### src/rtl/bp_fe_pkg.sv
// bp_fe_pkg: shared front-end types for the fetch sequencer
package bp_fe_pkg;

  typedef enum logic [1:0] {
    e_pc_seq      = 2'd0,
    e_pc_hold     = 2'd1,
    e_pc_redirect = 2'd2,
    e_pc_rebase   = 2'd3
  } bp_fe_next_pc_sel_e;

  typedef enum logic [2:0] {
    e_wait   = 3'd0,
    e_refill = 3'd1,
    e_run    = 3'd2,
    e_stall  = 3'd3,
    e_rebase = 3'd4
  } bp_fe_seq_state_e;

endpackage

### src/rtl/bp_fe_credit_counter.sv
// bp_fe_credit_counter: saturating-checked up/down credit counter with clear-to-full
module bp_fe_credit_counter #(
  parameter int max_p   = 8,
  parameter int width_p = $clog2(max_p + 1)
) (
  input  logic               clk,
  input  logic               rst_n,
  input  logic               clr,
  input  logic               inc,
  input  logic               dec,
  output logic [width_p-1:0] cnt,
  output logic [width_p-1:0] cnt_next
);

  localparam logic [width_p-1:0] max_lp = width_p'(max_p);

  // clear wins over any same-cycle inc/dec; inc and dec together cancel
  always_comb
    cnt_next = clr ? max_lp
             : (inc & ~dec) ? cnt + 1'b1
             : (dec & ~inc) ? cnt - 1'b1
             : cnt;

  // credit register, full after reset
  always_ff @(posedge clk or negedge rst_n)
    if (!rst_n) cnt <= max_lp;
    else        cnt <= cnt_next;

  a_no_overflow: assert property (@(posedge clk) disable iff (!rst_n)
    !(inc && !dec && !clr && cnt == max_lp));

  a_no_underflow: assert property (@(posedge clk) disable iff (!rst_n)
    !(dec && !inc && !clr && cnt == '0));

endmodule

### src/rtl/bp_fe_fetch_sequencer.sv
// bp_fe_fetch_sequencer: fetch-enable and next-PC select control for the IF1/IF2 pipeline
module bp_fe_fetch_sequencer
  import bp_fe_pkg::*;
#(
  parameter int vaddr_width_p   = 39,
  parameter int cinstr_width_p  = 16,
  parameter int fetch_ptr_p     = 2,
  parameter int fq_credits_p    = 8,
  parameter int refill_cycles_p = 2
) (
  input  logic                              clk_i,
  input  logic                              reset_n_i,
  input  logic                              cmd_v_i,
  input  logic [vaddr_width_p-1:0]          cmd_pc_i,
  input  logic [fetch_ptr_p-1:0]            cmd_count_i,
  input  logic [cinstr_width_p-1:0]         cmd_instr_i,
  output logic                              cmd_yumi_o,
  input  logic                              fq_clear_i,
  input  logic                              fq_credit_return_i,
  input  logic                              fetch_instr_v_i,
  input  logic                              fetch_catchup_i,
  input  logic                              fetch_rebase_i,
  input  logic [vaddr_width_p-1:0]          fetch_pc_i,
  output logic                              redirect_v_o,
  output logic [vaddr_width_p-1:0]          redirect_pc_o,
  output logic [fetch_ptr_p-1:0]            redirect_count_o,
  output logic [cinstr_width_p-1:0]         redirect_instr_o,
  output logic                              fetch_ready_then_o,
  output logic [1:0]                        next_pc_sel_o,
  output logic [vaddr_width_p-1:0]          rebase_pc_o,
  output logic [$clog2(fq_credits_p+1)-1:0] credits_o
);

  localparam int cw_lp = $clog2(fq_credits_p + 1);
  localparam int rw_lp = (refill_cycles_p > 1) ? $clog2(refill_cycles_p) : 1;
  localparam logic [rw_lp-1:0] refill_init_lp = rw_lp'(refill_cycles_p - 1);

  bp_fe_seq_state_e         state, state_n;
  logic [rw_lp-1:0]         refill, refill_n;
  logic [vaddr_width_p-1:0] rebase_pc;
  logic [cw_lp-1:0]         credits, credits_n;
  logic                     cmd, take_rebase;

  // gating with reset keeps every valid low while reset is asserted
  assign cmd         = cmd_v_i & reset_n_i;
  assign take_rebase = ~cmd & (state == e_run) & fetch_rebase_i;

  bp_fe_credit_counter #(.max_p(fq_credits_p), .width_p(cw_lp)) credit_counter (
    .clk      (clk_i),
    .rst_n    (reset_n_i),
    .clr      (fq_clear_i),
    .inc      (fq_credit_return_i),
    .dec      (fetch_instr_v_i),
    .cnt      (credits),
    .cnt_next (credits_n)
  );

  // state and refill counter registers
  always_ff @(posedge clk_i or negedge reset_n_i)
    if (!reset_n_i) begin
      state  <= e_wait;
      refill <= '0;
    end else begin
      state  <= state_n;
      refill <= refill_n;
    end

  // capture the realigner PC to refetch when a rebase is taken
  always_ff @(posedge clk_i)
    if (take_rebase) rebase_pc <= fetch_pc_i;

  // next state: a command always wins, otherwise credits decide run vs stall
  always_comb begin
    state_n  = state;
    refill_n = refill;
    if (cmd) begin
      state_n  = e_refill;
      refill_n = refill_init_lp;
    end else
      case (state)
        e_refill:
          if (refill == '0) state_n = (credits_n != '0) ? e_run : e_stall;
          else              refill_n = refill - 1'b1;
        e_run:              state_n = fetch_rebase_i ? e_rebase : (credits_n == '0) ? e_stall : e_run;
        e_rebase, e_stall:  state_n = (credits_n == '0) ? e_stall : e_run;
        default:            state_n = state;
      endcase
  end

  // outputs: redirect path is combinational from the command
  always_comb begin
    cmd_yumi_o         = cmd;
    redirect_v_o       = cmd;
    fetch_ready_then_o = ~cmd & (state == e_run);
    next_pc_sel_o      = cmd ? e_pc_redirect
                       : (state != e_run) ? e_pc_seq
                       : fetch_rebase_i ? e_pc_rebase
                       : fetch_catchup_i ? e_pc_hold
                       : e_pc_seq;
  end

  assign redirect_pc_o    = cmd_pc_i;
  assign redirect_count_o = cmd_count_i;
  assign redirect_instr_o = cmd_instr_i;
  assign rebase_pc_o      = rebase_pc;
  assign credits_o        = credits;

  a_fetch_only_when_ready: assert property (@(posedge clk_i) disable iff (!reset_n_i)
    !(fetch_instr_v_i && !fetch_ready_then_o));

endmodule

### config.mk
export PLATFORM = sky130hd
export DESIGN_NAME = bp_fe_fetch_sequencer
export DESIGN_NICKNAME = d
export VERILOG_FILES = /design/src/rtl/bp_fe_pkg.sv /design/src/rtl/bp_fe_credit_counter.sv /design/src/rtl/bp_fe_fetch_sequencer.sv
export SDC_FILE = /design/constraint.sdc
export NUM_CORES = 1
export LEC_CHECK = 0
export ABC_AREA = 1
export CAP_MARGIN = 20
export CORE_ASPECT_RATIO = 0.8
export CORE_MARGIN = 2
export CORE_UTILIZATION = 30
export DETAILED_ROUTE_END_ITERATION = 16
export PLACE_DENSITY = 0.81
export SLEW_MARGIN = 20
export SYNTH_ARGS = -nofsm -noshare
export SYNTH_HDL_FRONTEND = slang
export SYNTH_SLANG_ARGS = --single-unit
### constraint.sdc
create_clock -name clk_i -period 2.89 [get_ports clk_i]
set_clock_uncertainty 0.1 [all_clocks]
set_input_delay 0.4335 -clock clk_i [delete_from_list [all_inputs] [get_ports clk_i]]
set_output_delay 0.4335 -clock clk_i [all_outputs]
set_load 0.01 [all_outputs]
==> reports/qor.yml <==
start_util_pct: 30.95
drc: 0
insertion_delay_ns: 0.28
avgSynthCellArea_um2: 11.98
grtUsageMet1_pct: 12.63
powerDensity_nw_per_um2: 666.8
ant_nets: 0
routedWlPerCell_um: 13.93
layout_commonest_cell: "clkdlybuf4s50_1"
clk_pin_slew_ns: 0.08
die_area_um2: 7806
synth.area.top_cells: "edfxtp_1, buf_4, dfrtp_1, nand2_1, inv_1"
crit_fanout: 5
avgViaCountPerCell: 4.286
cp_cell_sequence: "clkdlybuf4s50_1, nand2_1, inv_1, nor2_1, nand2_1, nand2_1, clkdlybuf4s50_1"
yosys.area.top_type: "edfxtp_1"
grt_util_met2_pct: 16.26
whs_ns: 0.3744
die_w_um: 98.28
cts_root_buf: "clkbuf_8"
final_layout_size_suffix_gt1_share_pct: 6.696
post_cts_resized: 0
hold_viol: 0
hold_buffers: 0
arrival_ns: 1.98
synth_top_area_share_pct: 54.90
tightest_slew_ns: 0.4908
num_vias: 1333
nets: 329
ys_seq_area_share_pct: 64.34
grt_usage_pct: 10.73
grt_pass1_wl_mm: 6.596
grt_max_degree: 40
syn_to_final_growth_pct: 34.96
reg2reg_from: "state[0]$_DFFE_PN0P_"
synth_seq_cells: 47
mostFrequentLayoutCells: "clkdlybuf4s50_1, edfxtp_1, nand2_1"
antenna_found_initial: 0
cts-buffers-inserted: 5
hp-class: "input port to async pin"
dr.pass1.iters: 4
io_buffer_count: 94
slowest_stage: "clkdlybuf4s50_1"
critPathRequiredTime_ns: 2.36
r2r_cells: 6
grt_pass1_vias: 1304
grt.met3_usage_pct: 4.291
p_leak_nw: 1.094
place_area_um2: 2768
cap_violations: 0
synthesis.area_um2: 2133
status: "finished clean"
rsz0062_at_grt: "no"
setup_viol: 0
drt-total-wl_mm: 4.333
timing.final.crit_period_ns: 2.518
drt-initial-drc-count: 41
layout_setup_ws_ns: 0.3725
busiest_layer: "met2"
worstSetupEndpoint: "next_pc_sel_o[0]"
die_h_um: 79.43
ir_drop_uv: 414.9
netlist_instances: 178
cts_sinks: 47
crit_path_frequent_cell: "nand2_1"
pre_cts_slack_ns: 0.3671
max_freq_ghz: 0.3972
yosysWarningCount: 0
regToRegEndpoint: "rebase_pc_o[17]$_DFFE_PP_"
cts_max_level: 2
finalWeightedCongestion: 0.7424
fin_tns_setup_ns: 0
endpoint_kind: "primary output"
antennaDiodeCount: 0
maxSlewViolCount: 0
fin_area_um2: 2879
ioPinCount: 209
slowest_delay_ns: 0.54
slew_headroom_pct: 67.28
core_area_um2: 6892
dp_hpwl_mm: 3.400
r2r_slack_ns: 1.05
synth_fp_nets: 284
rows: 27
synth.distinct_cells: 16
grt-ovfl-total: 0
startpoint_type: "input port"
post_cts_buffers: 0
crit_start: "reset_n_i"
worstSetupPathType: "input port to primary output"
cts_tree: "done"
fin_crit_sh_pct: 87.11
cts.path.max_buffers: 2
synthesized netlist by cell type, drive strengths merged:
cell	n
edfxtp	39
o211ai	1
nand2	21
dfrtp	7
dfstp	1
ha	2
inv	19
a21oi	2
buf	58
nor2	14
nor3	1
nand3	8
o21ai	5
sequential cells by signal, indices dropped and copies added, names as in the netlist:
signal              count
rebase_pc_o            39
credit_counter.cnt      4
state                   3
refill                  1
through the flow:
stage               total power [mW]  std cells  util (%)
floorplan                      1.234        178         -
global placement               1.453        303     40.16
detailed placement             1.474        303     40.16
CTS                            1.952        311     41.78
global route                   2.030        311     41.78
finish                         1.920        311     41.78
routing by layer:
metal	wire [µm]	part of all wire (%)	vias up
met4	211	4.9	0
met5	0	0	-
met3	512	12	27
met2	1962	45	93
met1	1647	38	605
li1	-	-	608
critical path, delay by kind of cell:
| family | cells | cell delay, ns |
|---|---|---|
| AND/OR/NAND/NOR | 4 | 0.44 |
| buffers and inverters | 3 | 1.11 |
power by group:
part / switching (mW) / internal (mW) / leakage, nW
Sequential: 0.0501 / 0.878 / 0.455
Clock: 0.211 / 0.258 / 0.0562
Combinational: 0.252 / 0.272 / 0.584
Total: 0.512 / 1.41 / 1.09
layout make-up:
type / instances / area, µm²
Tap cell: 87 / 108.9
Timing Repair Buffer: 96 / 955.9
Clock buffer: 5 / 68.82
Clock inverter: 3 / 42.54
Inverter: 19 / 71.32
Multi-Input combinational cell: 54 / 259.0
Fill cell: 666 / 4013
Sequential cell: 47 / 1373
kinds of logic after synthesis:
| kind of cell | Yosys count | share of synthesized area (%) |
|---|---|---|
| compound gates | 8 | 1.994 |
| buf+inv | 77 | 23.75 |
| fa+ha+maj | 2 | 1.173 |
| flops | 47 | 64.34 |
| simple gates | 44 | 8.739 |
how the worst min path moves through the flow:
stage | to | slack [ns] | cells after the start
floorplan | credit_counter.cnt[0]$_DFF_PN0_ | 0.04 | 0
global placement | state[0]$_DFFE_PN0P_ | 0.44 | 2
detailed placement | refill$_DFFE_PN0P_ | 0.43 | 2
CTS | refill$_DFFE_PN0P_ | 0.36 | 2
global route | refill$_DFFE_PN0P_ | 0.40 | 2
finish | refill$_DFFE_PN0P_ | 0.37 | 2
(Power assumes the default switching activity.)
